File: config.mk
export PLATFORM = sky130hd
export DESIGN_NAME = ksa_flat
export DESIGN_NICKNAME = d
export VERILOG_FILES = /design/src/rtl/ksa_if.sv /design/src/rtl/ksa.sv /design/src/flat_wrapper.sv
export SDC_FILE = /design/constraint.sdc
export NUM_CORES = 1
export LEC_CHECK = 0
export CORE_MARGIN = 3
export CORE_UTILIZATION = 41
export CTS_BUF_LIST = sky130_fd_sc_hd__clkbuf_4
export DETAILED_ROUTE_END_ITERATION = 10
export PLACE_DENSITY_LB_ADDON = 0.12
export SETUP_SLACK_MARGIN = 0.05
export SYNTH_ARGS = -nofsm -noshare
export SYNTH_HDL_FRONTEND = slang
export SYNTH_SLANG_ARGS = --single-unit
File: constraint.sdc
create_clock -name clk -period 3.51 [get_ports clk]
set_clock_uncertainty 0.1 [all_clocks]
set_input_delay 0.351 -clock clk [delete_from_list [all_inputs] [get_ports clk]]
set_output_delay 0.351 -clock clk [all_outputs]
set_load 0.02 [all_outputs]
File: src/rtl/ksa_if.sv
// Start handshake and S-memory port of the ARC4 key-scheduling stage.
interface ksa_if;
    logic        en;
    logic        rdy;
    logic [23:0] key;
    logic [7:0]  addr;
    logic [7:0]  rddata;
    logic [7:0]  wrdata;
    logic        wren;

    modport master (
        output en, key, rddata,
        input  rdy, addr, wrdata, wren
    );

    modport slave (
        input  en, key, rddata,
        output rdy, addr, wrdata, wren
    );
endinterface

File: src/rtl/ksa.sv
// ARC4 key schedule: permutes S in place under a latched 24-bit key,
// six cycles per index over a shared single-port synchronous RAM.
module ksa (
    input logic  clk,
    input logic  rst_n,
    ksa_if.slave bus
);
    typedef enum logic [2:0] {
        IDLE, RD_I, WT_I, RD_J, WT_J, WR_I, WR_J
    } state_t;

    state_t      state;
    state_t      state_nx;
    logic [7:0]  i;
    logic [7:0]  j;
    logic [7:0]  si;
    logic [7:0]  sj;
    logic [23:0] key_q;
    logic [1:0]  km;
    logic [7:0]  kb;

    // km tracks i mod 3 so no divider is needed
    always_comb begin
        kb = key_q[7:0];
        unique case (km)
            2'd0:    kb = key_q[23:16];
            2'd1:    kb = key_q[15:8];
            default: kb = key_q[7:0];
        endcase
    end

    always_ff @(posedge clk or negedge rst_n) begin
        if (!rst_n) state <= IDLE;
        else        state <= state_nx;
    end

    always_ff @(posedge clk or negedge rst_n) begin
        if (!rst_n) begin
            i     <= '0;
            j     <= '0;
            si    <= '0;
            sj    <= '0;
            key_q <= '0;
            km    <= '0;
        end else begin
            unique case (state)
                IDLE: begin
                    if (bus.en) begin
                        key_q <= bus.key;
                        i     <= '0;
                        j     <= '0;
                        km    <= '0;
                    end
                end
                WT_I: begin
                    si <= bus.rddata;
                    j  <= j + bus.rddata + kb;
                end
                WT_J: sj <= bus.rddata;
                WR_J: begin
                    if (i != 8'hFF) begin
                        i  <= i + 8'd1;
                        km <= (km == 2'd2) ? 2'd0 : km + 2'd1;
                    end
                end
                default: ;
            endcase
        end
    end

    always_comb begin
        state_nx = state;
        unique case (state)
            IDLE:    if (bus.en) state_nx = RD_I;
            RD_I:    state_nx = WT_I;
            WT_I:    state_nx = RD_J;
            RD_J:    state_nx = WT_J;
            WT_J:    state_nx = WR_I;
            WR_I:    state_nx = WR_J;
            WR_J:    state_nx = (i == 8'hFF) ? IDLE : RD_I;
            default: state_nx = IDLE;
        endcase
    end

    // outputs decode state and registers only
    always_comb begin
        bus.rdy    = 1'b0;
        bus.addr   = '0;
        bus.wrdata = '0;
        bus.wren   = 1'b0;
        unique case (state)
            IDLE:       bus.rdy  = 1'b1;
            RD_I, WT_I: bus.addr = i;
            RD_J, WT_J: bus.addr = j;
            WR_I: begin
                bus.addr   = i;
                bus.wrdata = sj;
                bus.wren   = 1'b1;
            end
            WR_J: begin
                bus.addr   = j;
                bus.wrdata = si;
                bus.wren   = 1'b1;
            end
            default: ;
        endcase
    end
endmodule

File: src/flat_wrapper.sv
// flat-port wrapper written by rule: the top's interface ports become plain ports
module ksa_flat 
  (clk, rst_n, bus_en, bus_key, bus_rddata, bus_rdy, bus_addr, bus_wrdata, bus_wren);
  ksa_if bus_i ();
  input logic clk;
  input logic rst_n;
  input wire logic [$bits(bus_i.en)-1:0] bus_en;
  input wire logic [$bits(bus_i.key)-1:0] bus_key;
  input wire logic [$bits(bus_i.rddata)-1:0] bus_rddata;
  output wire logic [$bits(bus_i.rdy)-1:0] bus_rdy;
  output wire logic [$bits(bus_i.addr)-1:0] bus_addr;
  output wire logic [$bits(bus_i.wrdata)-1:0] bus_wrdata;
  output wire logic [$bits(bus_i.wren)-1:0] bus_wren;
  assign bus_i.en = bus_en;
  assign bus_i.key = bus_key;
  assign bus_i.rddata = bus_rddata;
  assign bus_rdy = bus_i.rdy;
  assign bus_addr = bus_i.addr;
  assign bus_wrdata = bus_i.wrdata;
  assign bus_wren = bus_i.wren;
  ksa u_core (.clk(clk), .rst_n(rst_n), .bus(bus_i));
endmodule
==> results of run 1 <==
==> cell usage after synthesis (7+ instances only) <==
cell type / number
nand2_1: 92
o21ai_0: 26
inv_1: 28
nand3_1: 7
fa_1: 8
a22oi_1: 16
ha_1: 7
dfrtp_1: 61
buf_2: 8
mux2_2: 9
a21oi_1: 10
clkbuf_1: 12
mux2i_1: 17
nor2_1: 19
xor2_1: 7
nor2b_1: 13
==> sequential cells by signal, summed over array words and instances, names as in the netlist <==
signal / cells
u_core.key_q: 24
u_core.i: 8
u_core.j: 8
u_core.si: 8
u_core.sj: 8
u_core.state: 3
u_core.km: 2
==> worst max-delay path: stages (launching register included) <==
cell	delay, ns
dfrtp_1	0.65
mux2i_1	0.26
nor2_1	0.05
a21oi_1	0.17
fa_1	0.48
inv_1	0.08
ha_1	0.22
a21o_1	0.18
a21o_1	0.20
a21oi_1	0.18
nor4b_1	0.07
or3b_1	0.39
==> power groups by stage <==
stage	Sequential, mW	Clock (mW)	Combinational [mW]
3_3_place_gp	1.30	0	1.98
6_report	1.29	0.470	2.02
3_5_place_dp	1.31	0	2.03
2_1_floorplan	1.16	0	1.59
4_1_cts	1.29	0.489	2.04
5_1_grt	1.34	0.511	2.32
==> layout make-up <==
cell class / count / share of cell area [%]
multi-input combinational: 264 / 40.4
sequential: 61 / 36.9
timing repair buffer: 60 / 13.9
tap: 102 / 3.09
inverter: 28 / 2.54
clock buffer: 10 / 1.82
clock inverter: 6 / 1.30
==> logic make-up (layout without fill, tap and decap cells) <==
logic type	after synthesis	in the layout
mux	27	27
simple gates	149	149
xor+xnor	12	12
buf+inv	51	104
flops	61	61
fa+ha+maj	15	15
compound gates	61	61
==> per-layer routing <==
layer / track usage [%] / vias to the layer above / share of wire [%] / wire length, um
li1: - / 1332 / - / -
met1: 22.4 / 1274 / 47 / 3630
met2: 28.2 / 52 / 47 / 3620
met3: 3.45 / 10 / 3.9 / 295
met4: 6.80 / 0 / 1.3 / 102
met5: 0 / - / 0 / 0
==> final timing paths <==
| check | start | endpoint | slack [ns] | cells after the start |
|---|---|---|---|---|
| worst max register to register | u_core.km[0] | u_core.j[6] | 0.35 | 11 |
| worst min-delay path | rst_n | u_core.i[7] | -0.002 | 1 |
| worst max-delay path | u_core.km[0] | u_core.j[6] | 0.35 | 11 |
| min in group clk | bus_key[11] | u_core.key_q[11] | 0.37 | 3 |
| max in group asynchronous | rst_n | u_core.si[6] | 2.48 | 2 |
| worst min register to register | u_core.key_q[17] | u_core.key_q[17] | 0.39 | 2 |
==> run summary, run 1 <==
worst skew pair latency -> 0.40 ns
Post-route DRC -> 0
post-CTS resize count -> 0
post-route cell area -> 4130 um2
area leader, netlist -> dfrtp_1
GRT overflow -> 0
initial antenna violation count -> 0
Adder-Cell Fraction of Synth Area -> 7.28%
Leak -> 1.96 nW
Max VDD drop -> 0.291 mV
cell count after placement -> 515
input/output buffers -> 52
Cell Rows -> 32
RSZ-0062 raised after global routing -> false
Max FO, Critical Path -> 11
Mapped Area -> 3400 um2
Post-Syn Area per Cell -> 9.05 um2
TritonCTS clock tree -> done
antenna violation net count after detailed routing -> 0
Unique masters post-synth -> 38
setup_tns -> 0 ns
vias -> 2668
post-synth top area share -> 44.8%
vias in the first global route -> 2714
startpoint types -> flop
async set-reset flop share out of synthesis -> 100%
largest family of logic cells by synthesized area -> simple AND/OR/NAND/NOR gates
clock group share of total power -> 12.4%
max_cap viols -> 0
Worst Path Required -> 3.69 ns
most common cell after layout, fill and taps aside -> nand2_1
clock-pin slew on the worst setup and hold paths -> 0.10 ns
ys flop type -> dfrtp_1
failing checks -> negative hold slack
WL final -> 7.65 mm
clock buffer depth -> 2
final hold violations -> 2
mux contribution to synthesized area -> 8.31%
area taken by multi-input logic gates -> 1670 um2
Pwr per Cell Area -> 914 nW/um2
Vias/cell -> 5.02
router iterations before antenna repair -> 4
Critical Path Sink Type -> flop
Reg power frac -> 34.2%
Die Width -> 97.1 um
CTS Root Cell -> clkbuf_4
Final setup viols -> 0
Worst Hold Class -> input pin to async pin
WL/cell -> 14.4 um
die area -> 9430 um2
Pint -> 2.16 mW
routability-driven placement congestion ratio -> 0.800
fin crit period -> 3.16 ns
Comb pwr share -> 53.4%
fill cell count -> 748
fin cells -> 531
Mapped Nets -> 426
Slew HR -> 35.1%
run status -> finished with violations
htree depth -> 3
Post-DP HPWL -> 5.64 mm
Final WS setup -> 0.353 ns
Fmax -> 317 MHz
XOR/XNOR share of the synthesized area -> 3.09%
largest net degree at the start of global routing -> 44
I/O pins -> 53
Layout Nets -> 474
DRT iter0 DRCs -> 117
post-synthesis compound-gate area fraction -> 10.8%
post-cts hold buffer count -> 0
Switch Pwr -> 1.62 mW
synthesis-to-layout area growth -> 21.4%
post-CTS setup buffer count -> 0
n_diodes -> 0
Tot GR Track Use -> 17.2%
register area -> 1530 um2
Simple-Gate Fraction of Synth Area -> 19.6%
Starting Density -> 43.2%
Util after Layout -> 52.4%
Setup Crit Path Kind -> flop to flop
Net Sw Frac -> 42.8%
sequential share of the synthesized area -> 44.8%
EDFF count, synth -> 0
WP data arrival -> 3.33 ns
largest cells by area after synthesis -> dfrtp_1 45%, nand2_1 10%, mux2i_1 5.0%, fa_1 4.7%, o21ai_0 3.8%
clk sinks -> 61
Final Total Pwr -> 3.78 mW
Die Height -> 97.1 um
most frequent cells in the layout -> 92 x nand2_1, 61 x dfrtp_1, 51 x clkdlybuf4s50_1, 28 x inv_1, 26 x o21ai_0
placed instance area -> 4000 um2
first-pass GRT wire length -> 13.0 mm
total CTS buffers -> 9
Post-Synthesis Cells -> 376
period utilization -> 89.9%
Syn. warnings -> 0
number of synthesized register bits -> 61
ratio of cells with drive above 1 in the final layout -> 8.16%
Core ar. -> 7890 um2
actual slew at the worst max-slew pin -> 0.973 ns
hold_ws -> -0.00172 ns
final slew viol count -> 0
DP Worst Slack -> 0.367 ns
No activity file was read; power rests on OpenSTA's default activity.
==> inputs of run 2 (changes only) <==
SETUP_SLACK_MARGIN = unset   (was 0.05)
SKIP_CTS_REPAIR_TIMING = 1   (was unset)
==> results of run 2 <==
Final layout, timing and power as in run 1 (identical DEF).
==> inputs of run 3 (changes only) <==
SETUP_SLACK_MARGIN = 0.3   (was unset)
==> run 3 against run 2 <==
The run now ends clean. Final area rose by 0.76%. Power is 0.44% lower. Sequential power hardly changed. Sequential share of layout area down 0.25 points. Hold slack gained 0.0044 ns. Non-clock buffer count grew 3. Maximum frequency is 6.3% higher. Core utilization grew 0.40 points. Die area stayed put. Worst setup slack improved by 0.19 ns. Count of clock-buffer cells in the layout stayed put. Clock power is essentially flat. Critical endpoint is now u_core.j[7]. Largest power group unchanged.
==> run summary, run 3 (synthesis results as in run 1) <==
run status -> complete, no violations
clock buffer depth -> 2 (unchanged)
WL/cell -> 14.5 um (+0.49%)
Post-DP HPWL -> 5.64 mm (unchanged)
RR Startpoint -> u_core.km[1]
vias in the first global route -> 2714 (unchanged)
wire length on met3 -> 299 um (+1.4%)
Final setup viols -> 0 (unchanged)
total CTS buffers -> 9 (unchanged)
WP data arrival -> 3.12 ns (-0.21 ns)
Die Height -> 97.1 um (unchanged)
Max Used Layer -> met4
Max FO, Critical Path -> 19 (+8)
htree depth -> 3 (unchanged)
Tot GR Track Use -> 17.2% (unchanged)
n_diodes -> 0 (unchanged)
input/output buffers -> 52 (unchanged)
final hold violations -> 0 (-2)
Slew HR -> 35.1% (-0.043 points)
Leak -> 1.97 nW (+0.83%)
Post-route DRC -> 0 (unchanged)
fin crit period -> 2.97 ns (-0.187 ns)
first-pass GRT wire length -> 13.0 mm (unchanged)
clock-pin slew on the worst setup and hold paths -> 0.10 ns (about the same)
ratio of cells with drive above 1 in the final layout -> 9.72% (+1.6 points)
synthesis-to-layout area growth -> 22.3%
Detail Route met2 WL -> 3.70 mm (+2.2%)
Die Width -> 97.1 um (unchanged)
Largest register FFs -> 24 (unchanged)
Worst Path Required -> 3.66 ns (-0.03 ns)
WL final -> 7.73 mm (+1.1%)
met1 WL -> 3.63 mm (+0.11%)
Starting Density -> 43.2% (unchanged)
Vias/cell -> 5.00 (-0.41%)
initial antenna violation count -> 0 (unchanged)
Setup Crit Path Kind -> flop to flop
worst skew pair latency -> 0.39 ns (about the same)
startpoint types -> flop
clk sinks -> 61 (unchanged)
Layout Nets -> 477 (+0.63%)
setup_tns -> 0 ns (unchanged)
Largest Register -> u_core.key_q
router iterations before antenna repair -> 5 (+1)
Cell Rows -> 32 (unchanged)
die area -> 9430 um2 (unchanged)
Core ar. -> 7890 um2 (unchanged)
most frequent cells in the layout -> 92 x nand2_1, 60 x dfrtp_1, 51 x clkdlybuf4s50_1, 28 x inv_1, 26 x o21ai_0
Critical Path Sink Type -> flop
max_cap viols -> 0 (unchanged)
largest net degree at the start of global routing -> 44 (unchanged)
Util after Layout -> 52.8% (+0.40 points)
Pwr per Cell Area -> 903 nW/um2 (-1.2%)
Fmax -> 337 MHz (+6.3%)
final slew viol count -> 0 (unchanged)
antenna violation net count after detailed routing -> 0 (unchanged)
Worst Hold Class -> input pin to async pin
period utilization -> 84.6% (-5.3 points)
most common cell after layout, fill and taps aside -> nand2_1
DRT iter0 DRCs -> 115 (-1.7%)
CTS Root Cell -> clkbuf_4
fill cell count -> 750 (+0.27%)
Worst R2R Setup Slack -> 0.54 ns (+0.19 ns)
vias -> 2672 (+0.15%)
R2R depth -> 12 (+1)
RSZ-0062 raised after global routing -> true
GRT overflow -> 0 (unchanged)
TritonCTS clock tree -> done
actual slew at the worst max-slew pin -> 0.973 ns (+0.000646 ns)
routability-driven placement congestion ratio -> 0.800 (unchanged)
FF-to-FF End -> u_core.j[7]
I/O pins -> 53 (unchanged)
Max VDD drop -> 0.291 mV (about the same)
## run 3: changes by cell type in the layout (fill, tap and decap cells not counted)
cell / change
nor2b_2: +3
nor2b_1: -3
dfrtp_2: +1
buf_4: +3
dfrtp_1: -1
## run 3: metal layers
metal | up-vias | track usage, %
met4 | 0 | 6.80
met3 | 9 | 3.45
met5 | - | 0
met1 | 1272 | 22.4
li1 | 1335 | -
met2 | 56 | 28.2
## run 3: report_power, final
part,switching [mW],total [mW],leakage [nW],internal [mW]
Sequential,0.277,1.28,0.769,1.00
Combinational,1.07,2.01,1.13,0.942
Clock,0.252,0.471,0.0773,0.218
## run 3: area by class of cell
| class | instances | area, um2 | share of cell area (%) |
|---|---|---|---|
| clock buffers | 10 | 75.1 | 1.80 |
| clock inverters | 6 | 53.8 | 1.29 |
| inverters | 28 | 105 | 2.52 |
| multi-input cells | 264 | 1680 | 40.3 |
| flip-flops and latches | 61 | 1530 | 36.7 |
| well taps | 102 | 128 | 3.06 |
| repair buffers | 63 | 598 | 14.4 |
## run 3: worst max path at each step
stage / cells past startpoint / slack (ns) / start / to
detailed placement: 11 / 0.37 / u_core.km[0] / u_core.j[6]
global route: 12 / 0.25 / u_core.km[1] / u_core.j[7]
finish: 12 / 0.54 / u_core.km[1] / u_core.j[7]
global placement: 11 / 0.45 / u_core.km[0] / u_core.j[6]
CTS: 11 / 0.34 / u_core.km[0] / u_core.j[6]
floorplan: 12 / 0.45 / u_core.km[0] / u_core.j[6]
## run 3: critical path, cell delays in order, from the launching register on
cell and delay [ns]:
dfrtp_1 0.67, nor2_1 0.10, a21oi_1 0.18, fa_1 0.44, inv_1 0.07, ha_1 0.16
inv_1 0.05, fa_1 0.40, nor2b_1 0.16, o31ai_1 0.10, a21oi_1 0.18, xnor2_1 0.13
o21ai_0 0.08
## run 3: metrics by stage
| step | hold slack, ns | area, um2 | power [mW] | setup slack [ns] | instances |
|---|---|---|---|---|---|
| 2_1_floorplan | -0.0446 | 3400 | 2.74 | 0.454 | 376 |
| 3_3_place_gp | 0.360 | 4000 | 3.28 | 0.450 | 515 |
| 3_5_place_dp | 0.365 | 4000 | 3.34 | 0.367 | 515 |
| 4_1_cts | 0.0174 | 4130 | 3.83 | 0.340 | 531 |
| 5_1_grt | 0.0644 | 4160 | 4.14 | 0.251 | 534 |
| 6_report | 0.00272 | 4160 | 3.76 | 0.541 | 534 |
